`config.mk`:
```
export PLATFORM = sky130hd
export DESIGN_NAME = pipe_skid_stage
export DESIGN_NICKNAME = d
export VERILOG_FILES = /design/src/rtl/pipe_pkg.sv /design/src/rtl/pipe_data_reg.sv /design/src/rtl/pipe_skid_stage.sv
export SDC_FILE = /design/constraint.sdc
export NUM_CORES = 1
export LEC_CHECK = 0
export ABC_AREA = 0
export BUFFER_PORTS_ARGS = -buffer_cell sky130_fd_sc_hd__buf_2
export CAP_MARGIN = 5
export CORE_UTILIZATION = 58
export DETAILED_ROUTE_END_ITERATION = 8
export GPL_TIMING_DRIVEN = 1
export PLACE_DENSITY_LB_ADDON = 0.2
export SETUP_SLACK_MARGIN = 0.3
export SYNTH_ARGS = -nofsm -noshare
export SYNTH_HDL_FRONTEND = slang
export SYNTH_SLANG_ARGS = --single-unit
```
`constraint.sdc`:
```
create_clock -name CLK -period 2.1 [get_ports CLK]
set_input_delay 0.42 -clock CLK [delete_from_list [all_inputs] [get_ports CLK]]
set_output_delay 0.42 -clock CLK [all_outputs]
set_load 0.005 [all_outputs]
```
`src/rtl/pipe_pkg.sv`:
```
// Shared types for the skid-buffered pipeline stage.
package pipe_pkg;

    typedef enum logic [1:0] {
        ST_EMPTY = 2'b00,
        ST_ONE   = 2'b01,
        ST_TWO   = 2'b10
    } skid_state_e;

endpackage

```
`src/rtl/pipe_data_reg.sv`:
```
// WIDTH-wide payload register: async reset, synchronous clear, load enable.
module pipe_data_reg #(
    parameter int WIDTH = 32
) (
    input  logic             CLK,
    input  logic             RST_n,
    input  logic             clr,
    input  logic             en,
    input  logic [WIDTH-1:0] d,
    output logic [WIDTH-1:0] q
);

    // Clear has priority over load so a flush always empties the register.
    always_ff @(posedge CLK or negedge RST_n) begin
        if (!RST_n)   q <= '0;
        else if (clr) q <= '0;
        else if (en)  q <= d;
    end

endmodule

```
`src/rtl/pipe_skid_stage.sv`:
```
// Registered valid/ready pipeline stage with a 2-entry skid buffer.
// in_ready and out_valid come straight from the state flop, so chained
// stages have no combinational ready path.
// Optional stall counter: define PIPE_SKID_STALL_CNT_EN.
module pipe_skid_stage
    import pipe_pkg::*;
#(
    parameter int WIDTH = 32,
    parameter int CNT_W = 16
) (
    input  logic             CLK,
    input  logic             RST_n,
    input  logic             clr,
    input  logic             in_valid,
    output logic             in_ready,
    input  logic [WIDTH-1:0] in_data,
    output logic             out_valid,
    input  logic             out_ready,
    output logic [WIDTH-1:0] out_data
`ifdef PIPE_SKID_STALL_CNT_EN
    ,
    output logic [CNT_W-1:0] stall_cnt
`endif
);

    if (WIDTH < 1 || CNT_W < 1) begin : g_bad_param
        $error("pipe_skid_stage: WIDTH and CNT_W must be >= 1");
    end

    skid_state_e      state_q, state_d;
    logic             in_fire, out_fire;
    logic             m_en, s_en;
    logic [WIDTH-1:0] m_d, s_q;

    assign out_valid = (state_q != ST_EMPTY);
    assign in_ready  = (state_q != ST_TWO);
    assign in_fire   = in_valid && in_ready;
    assign out_fire  = out_valid && out_ready;

    // Main register reloads from the skid entry when draining ST_TWO,
    // otherwise from the upstream payload.
    assign m_d = (state_q == ST_TWO) ? s_q : in_data;

    // State register.
    always_ff @(posedge CLK or negedge RST_n) begin
        if (!RST_n) state_q <= ST_EMPTY;
        else        state_q <= state_d;
    end

    // Next state and register load enables; illegal encodings fall to ST_EMPTY.
    always_comb begin
        state_d = state_q;
        m_en    = 1'b0;
        s_en    = 1'b0;
        case (state_q)
            ST_EMPTY: begin
                if (in_fire) begin
                    m_en    = 1'b1;
                    state_d = ST_ONE;
                end
            end
            ST_ONE: begin
                if (in_fire && out_fire) begin
                    m_en = 1'b1;
                end else if (in_fire) begin
                    s_en    = 1'b1;
                    state_d = ST_TWO;
                end else if (out_fire) begin
                    state_d = ST_EMPTY;
                end
            end
            ST_TWO: begin
                if (out_fire) begin
                    m_en    = 1'b1;
                    state_d = ST_ONE;
                end
            end
            default: state_d = ST_EMPTY;
        endcase
        if (clr) state_d = ST_EMPTY;
    end

    pipe_data_reg #(.WIDTH(WIDTH)) u_main (
        .CLK   (CLK),
        .RST_n (RST_n),
        .clr   (clr),
        .en    (m_en),
        .d     (m_d),
        .q     (out_data)
    );

    pipe_data_reg #(.WIDTH(WIDTH)) u_skid (
        .CLK   (CLK),
        .RST_n (RST_n),
        .clr   (clr),
        .en    (s_en),
        .d     (in_data),
        .q     (s_q)
    );

`ifdef PIPE_SKID_STALL_CNT_EN
    // Saturating count of stalled output cycles; flush leaves it alone.
    always_ff @(posedge CLK or negedge RST_n) begin
        if (!RST_n)
            stall_cnt <= '0;
        else if (out_valid && !out_ready && (stall_cnt != {CNT_W{1'b1}}))
            stall_cnt <= stall_cnt + 1'b1;
    end
`endif

endmodule

```
Yosys cells after proc, flatten, opt, wreduce, memory -nomap -nowiden
Cells that the tools add are included.

storage, ports and cells
  register bits after elaboration = 66
  logic and storage cells = 36
  bits of input ports = 37

operators by class
  reduce and logical (&&, ||, !) cells = 8
  eq/ne operators = 7
  mux-type cells = 18

operators with widths
  kind                count
  $mux 32             5
  $mux 2              6
  $ne 3x3->1 const B  3
  $pmux 2 s3          1
  $reduce_bool 2->1   3
  $mux 1              5
  $ne 4x4->1 const B  1
  $reduce_and 4->1    1
  $logic_and 1x1->1   3
  $pmux 1 s3          1
  $eq 2x1->1 const B  1
  $eq 2x2->1 const B  1
  $logic_not 2->1     1
  $ne 2x2->1 const B  1

Depth between registers and ports, before layout
  depth in word-level cells = 7
  gate-level depth with buffers = 6
  mapped depth without buffers = 4

Modules after synthesis
From an unflattened synthesis, not the netlist that was laid out.

unflattened totals
  cells, all modules = 259
  area total of the unflattened synthesis = 3318.2 um^2

modules (own cells, without submodules)
  module           sequential area each (um^2)  area an instance (um^2)  cells each  times used
  pipe_data_reg    800.8                        1323.8                   103         2
  pipe_skid_stage  50.0                         670.6                    53          1

Least setup slack after synthesis
OpenSTA, ideal clock, no wires.

  path kind = reg-to-reg
  from = reg state_q[0]
  to = reg u_main.q[13]
  arrival = 1.225 ns
  required time = 1.949 ns
  setup time = 0.151 ns
  cell stages (with the launch flop) = 6
  path slack = 0.725 ns
  cells stage by stage = dfrtp_1 -> nor2b_1 -> buf_2 -> o2bb2ai_4 -> buf_2 -> a311oi_2

between the ends
  cells in the longest elaborated chain, start to end = 6

RTL lines
  what                                             RTL line                                      RTL
  start: declaration                               pipe_skid_stage.sv:30                         skid_state_e state_q, state_d;
  start signal: assignment                         pipe_skid_stage.sv:47                         else state_q <= state_d;
  $ne 2x2->1 or $reduce_bool 2->1 (tied branches)  pipe_skid_stage.sv:36, pipe_skid_stage.sv:35
  $logic_and 1x1->1 (on tied branches)             pipe_skid_stage.sv:37, pipe_skid_stage.sv:38
  $logic_and 1x1->1                                pipe_skid_stage.sv:63                         if (in_fire && out_fire) begin
  $mux 1                                           pipe_skid_stage.sv:63
  $pmux 1 s3                                       pipe_skid_stage.sv:55                         case (state_q)
  $reduce_bool 2->1 (no source line)               -
  end signal: assignment                           pipe_data_reg.sv:15                           if (!RST_n) q <= '0;
  end signal: assignment                           pipe_data_reg.sv:16                           else if (clr) q <= '0;
  end signal: assignment                           pipe_data_reg.sv:17                           else if (en) q <= d;
  end: declaration                                 pipe_data_reg.sv:10                           output logic [WIDTH-1:0] q

Several ways; a longest one is shown, not always the timed one. The select of a mux whose other input is x is not followed.
A chain may end at the register's enable or synchronous reset.

Worst setup path after layout
  from = reg state_q[1]
  to = out in_ready

between the ends
  cells in the longest elaborated chain, start to end = 1

RTL lines
  what              RTL line               RTL
  $ne 2x2->1        pipe_skid_stage.sv:36  assign in_ready = (state_q != ST_TWO);
  end: declaration  pipe_skid_stage.sv:15  output logic in_ready,

No other way between the ends.

==> impl_summary.md <==
STA
The fraction of the cycle the final worst path needs is 80.05%. The final hold violation count is 0. Setup repair after global routing left no endpoint under its margin. The post-route minimum period is 1.681 ns. After routing, the total negative slack on setup checks comes to 0 ns. The measured slew at the worst slew-check pin is 0.6257 ns.

The count of endpoints failing setup in the final report is 0. On the final layout, the worst clock skew is 0.004651 ns. The remaining max-slew budget at the tightest pin is 58.29%. Derived from the worst setup path, the maximum achievable clock frequency is 594.9 MHz. Hold timing on the final database bottoms out at a slack of 0.1020 ns. The count of final max-slew check failures came to 0.

Outcome
The run finished with clean final reports.

Placement
The wire-length estimate of the detail-placed layout is 4037 µm. During placement, the flow inserted port buffers numbering 70. After detailed placement, the total cell area comes to 0.003528 mm². The final weighted congestion of routability-driven global placement is 0.7511. The cell total after placement is 451.

CTS
For this design, the sink count on the clock tree is 66. The clock latency at the later pin of the worst-skew pair is 0.33 ns. The CTS clock-pin slew for the worst setup and hold paths is 0.07 ns. The clock tree from TritonCTS is done.

The count of buffers added by post-CTS timing repair for setup is 0. Buffers inserted during clock tree synthesis total 9. The H-tree generated during clock tree synthesis spans 3 levels. CTS placed an instance of clkbuf_8 at the clock tree root. The buffer levels on the longest clock path is 2.

Routing
Wires add up to 6533 µm. Across all layers, the routed design uses 2509 vias. Before antenna repair, the detailed router went through 4 iterations. The violation count after the first detailed-route iteration is 126. In the final routed layout, each cell accounts on average for 13.99 µm.

The remaining antenna violation count after routing is 0. In the routed design, unresolved DRC markers number 0. After detailed routing, the number of vias per cell comes to 5.373.

Synth
The number of flip-flops and latches in the synthesized netlist is 66. Multiplexer cells account for 0% of the synthesized area. The number of nets produced by synthesis is 367. After Yosys synthesis, XOR and XNOR cells account for 0.2814% of the synthesized area. The count of warnings emitted by yosys is 0. The synthesized netlist contains 20 unique library cells. Summing the areas of all compound-gate instances in the mapped netlist gives 21.18% of the synthesized area. The basic-gate share of the synthesized area counting and, or, nand and nor cells is 20.78%. The cell count after synthesis came out at 330. After synthesis, the largest family of logic cells by area is compound AO/OA/AOI/OAI gates. The cell area after synthesis is 0.003113 mm². Dividing the synthesized area by the synthesized cell count gives 9.433 µm². The proportion of synthesized chip area in sequential cells is 53.05%. Of the total synthesized cell area, the portion taken by full adders, half adders and majority gates is 0%.

Cells and area
In the layout the commonest cells are nand2_1, buf_2, dfrtp_1. The synthesis-to-layout area growth is 19.29%. The repair_antennas step left the layout with diodes totalling 0. The final instance count without filler cells is 467.

The number of fill cells in the layout is 432. Leaving out fill and tap cells, the most frequent cell in the layout is nand2_1. The final standard cell area without fillers is 0.003714 mm². The number of nets in the finished design is 429. Cells with a size suffix above 1 make up 31.74% of the layout.

Power
Power spread over the standard cell area amounts to 742.3 mW/mm². In this run the static leakage power is 0.001712 µW. The power consumption is 2757 µW.

Across the VDD grid, the largest voltage drop is 0.4526 mV.

Critical path
Data arrives at the worst endpoint at 1.26 ns. The worst-case reg-to-reg path depth is 4. By startpoint and endpoint, the worst setup path is classified as reg2out.

The maximum fanout count along the critical path is 15. The startpoint of the most critical register-to-register path is state_q[1]. STA classifies the critical path endpoint as an output port. The startpoint class of the critical path is a register. In this run the critical register-to-register path is captured at u_skid.q[6]. The register-to-register setup slack is 0.52 ns. The required time at the worst-slack endpoint is 1.68 ns.

GRT
The first global-routing pass estimated 10430 µm of wire. The number of antenna violations at the first check in global routing came to 0. The total overflow reported by the global router is 0. Entering global routing, the biggest net connects 67 pins. The global-route usage over all layers is 25.09%.

The number of global-route vias before repair is 2321.

Floorplanning
The die span in y is 75.26 µm. The floorplan has 26 rows. The core region is 0.005140 mm². The effective utilization at floorplan is 60.56%. 71 I/O pins were placed. The die covers 0.005664 mm². The die is 75.26 µm wide.

Worst hold path
The kind of path behind the tightest hold check is in2async.

Flow run
The max-capacitance violation count is 0.
-- cells by family (layout without fill, tap and decap cells) --
group,count (synthesis),after routing
and+or+nand+nor,168,168
AOI/OAI and AO/OA,67,67
DFF,66,66
buffers and inverters,28,95
xor gates and xnor gates,1,1
-- where the power goes --
group	total, µW	leakage (µW)	internal, µW	switching, µW
Combinational	399	0.000728	169	230
Sequential	1380	0.000888	1340	38.6
Clock	977	0.0000965	523	455
-- state kept, by name, summed over array words and instances (netlist names) --
signal and count:
state_q 2, u_skid.q 32, u_main.q 32
-- cell usage after synthesis (all sizes together) --
cell / n / area [µm²]
nor2b: 2 / 12.51
a2bb2oi: 1 / 8.760
a311oi: 32 / 455.4
xnor2: 1 / 8.760
nand3b: 1 / 7.510
nand2: 128 / 480.5
dfrtp: 66 / 1652
buf: 16 / 101.3
inv: 1 / 3.750
nor2: 34 / 127.6
a21oi: 32 / 160.2
o2bb2ai: 1 / 27.53
a211oi: 1 / 7.510
or2: 2 / 12.51
clkbuf: 11 / 41.29
nand2b: 1 / 6.260
-- how the worst max path moves through the flow --
stage	startpoint	endpoint	slack, ns	depth (start not counted)
after floorplan	state_q[0]	u_main.q[13]	0.72	5
after global placement	in_valid	u_skid.q[3]	0.54	5
after detailed placement	in_valid	u_skid.q[0]	0.46	5
after CTS	state_q[1]	in_ready	0.34	3
after global routing	state_q[1]	in_ready	0.36	3
final	state_q[1]	in_ready	0.42	3
-- routing by layer --
| metal | part of all wire, % | track usage [%] | vias to the layer above |
|---|---|---|---|
| met1 | 45 | 32.13 | 1203 |
| li1 | - | - | 1235 |
| met2 | 49 | 41.74 | 61 |
| met3 | 3.8 | 4.418 | 10 |
| met4 | 1.9 | 11.73 | 0 |
| met5 | 0 | 0 | - |
-- repair_timing --
item / in CTS / in global routing
gates resized for setup: 0 / 2
setup endpoints to repair: 0 / 1
hold buffers: 0 / 0
-- through the flow --
stage | setup slack, ns | utilization, %
2_1_floorplan | 0.7248 | -
3_3_place_gp | 0.5444 | 68.65
3_5_place_dp | 0.4624 | 68.65
4_1_cts | 0.3416 | 72.20
5_1_grt | 0.3569 | 72.25
6_report | 0.4190 | 72.25
-- cell type report --
class / count / area, µm² / share of cell area [%]
timing repair buffer: 78 / 460.4 / 12.40
multi-input combinational: 236 / 1325 / 35.68
clock buffer: 14 / 172.7 / 4.650
inverter: 1 / 6.256 / 0.1685
clock inverter: 2 / 10.01 / 0.2695
sequential: 66 / 1652 / 44.47
tap: 70 / 87.58 / 2.358
-- worst max-delay path, stage by stage, from the launching register on --
cell	delay, ns
dfrtp_1	0.40
nor2b_4	0.26
inv_4	0.13
buf_2	0.15
Note: power is estimated with default switching activity, not from simulation.
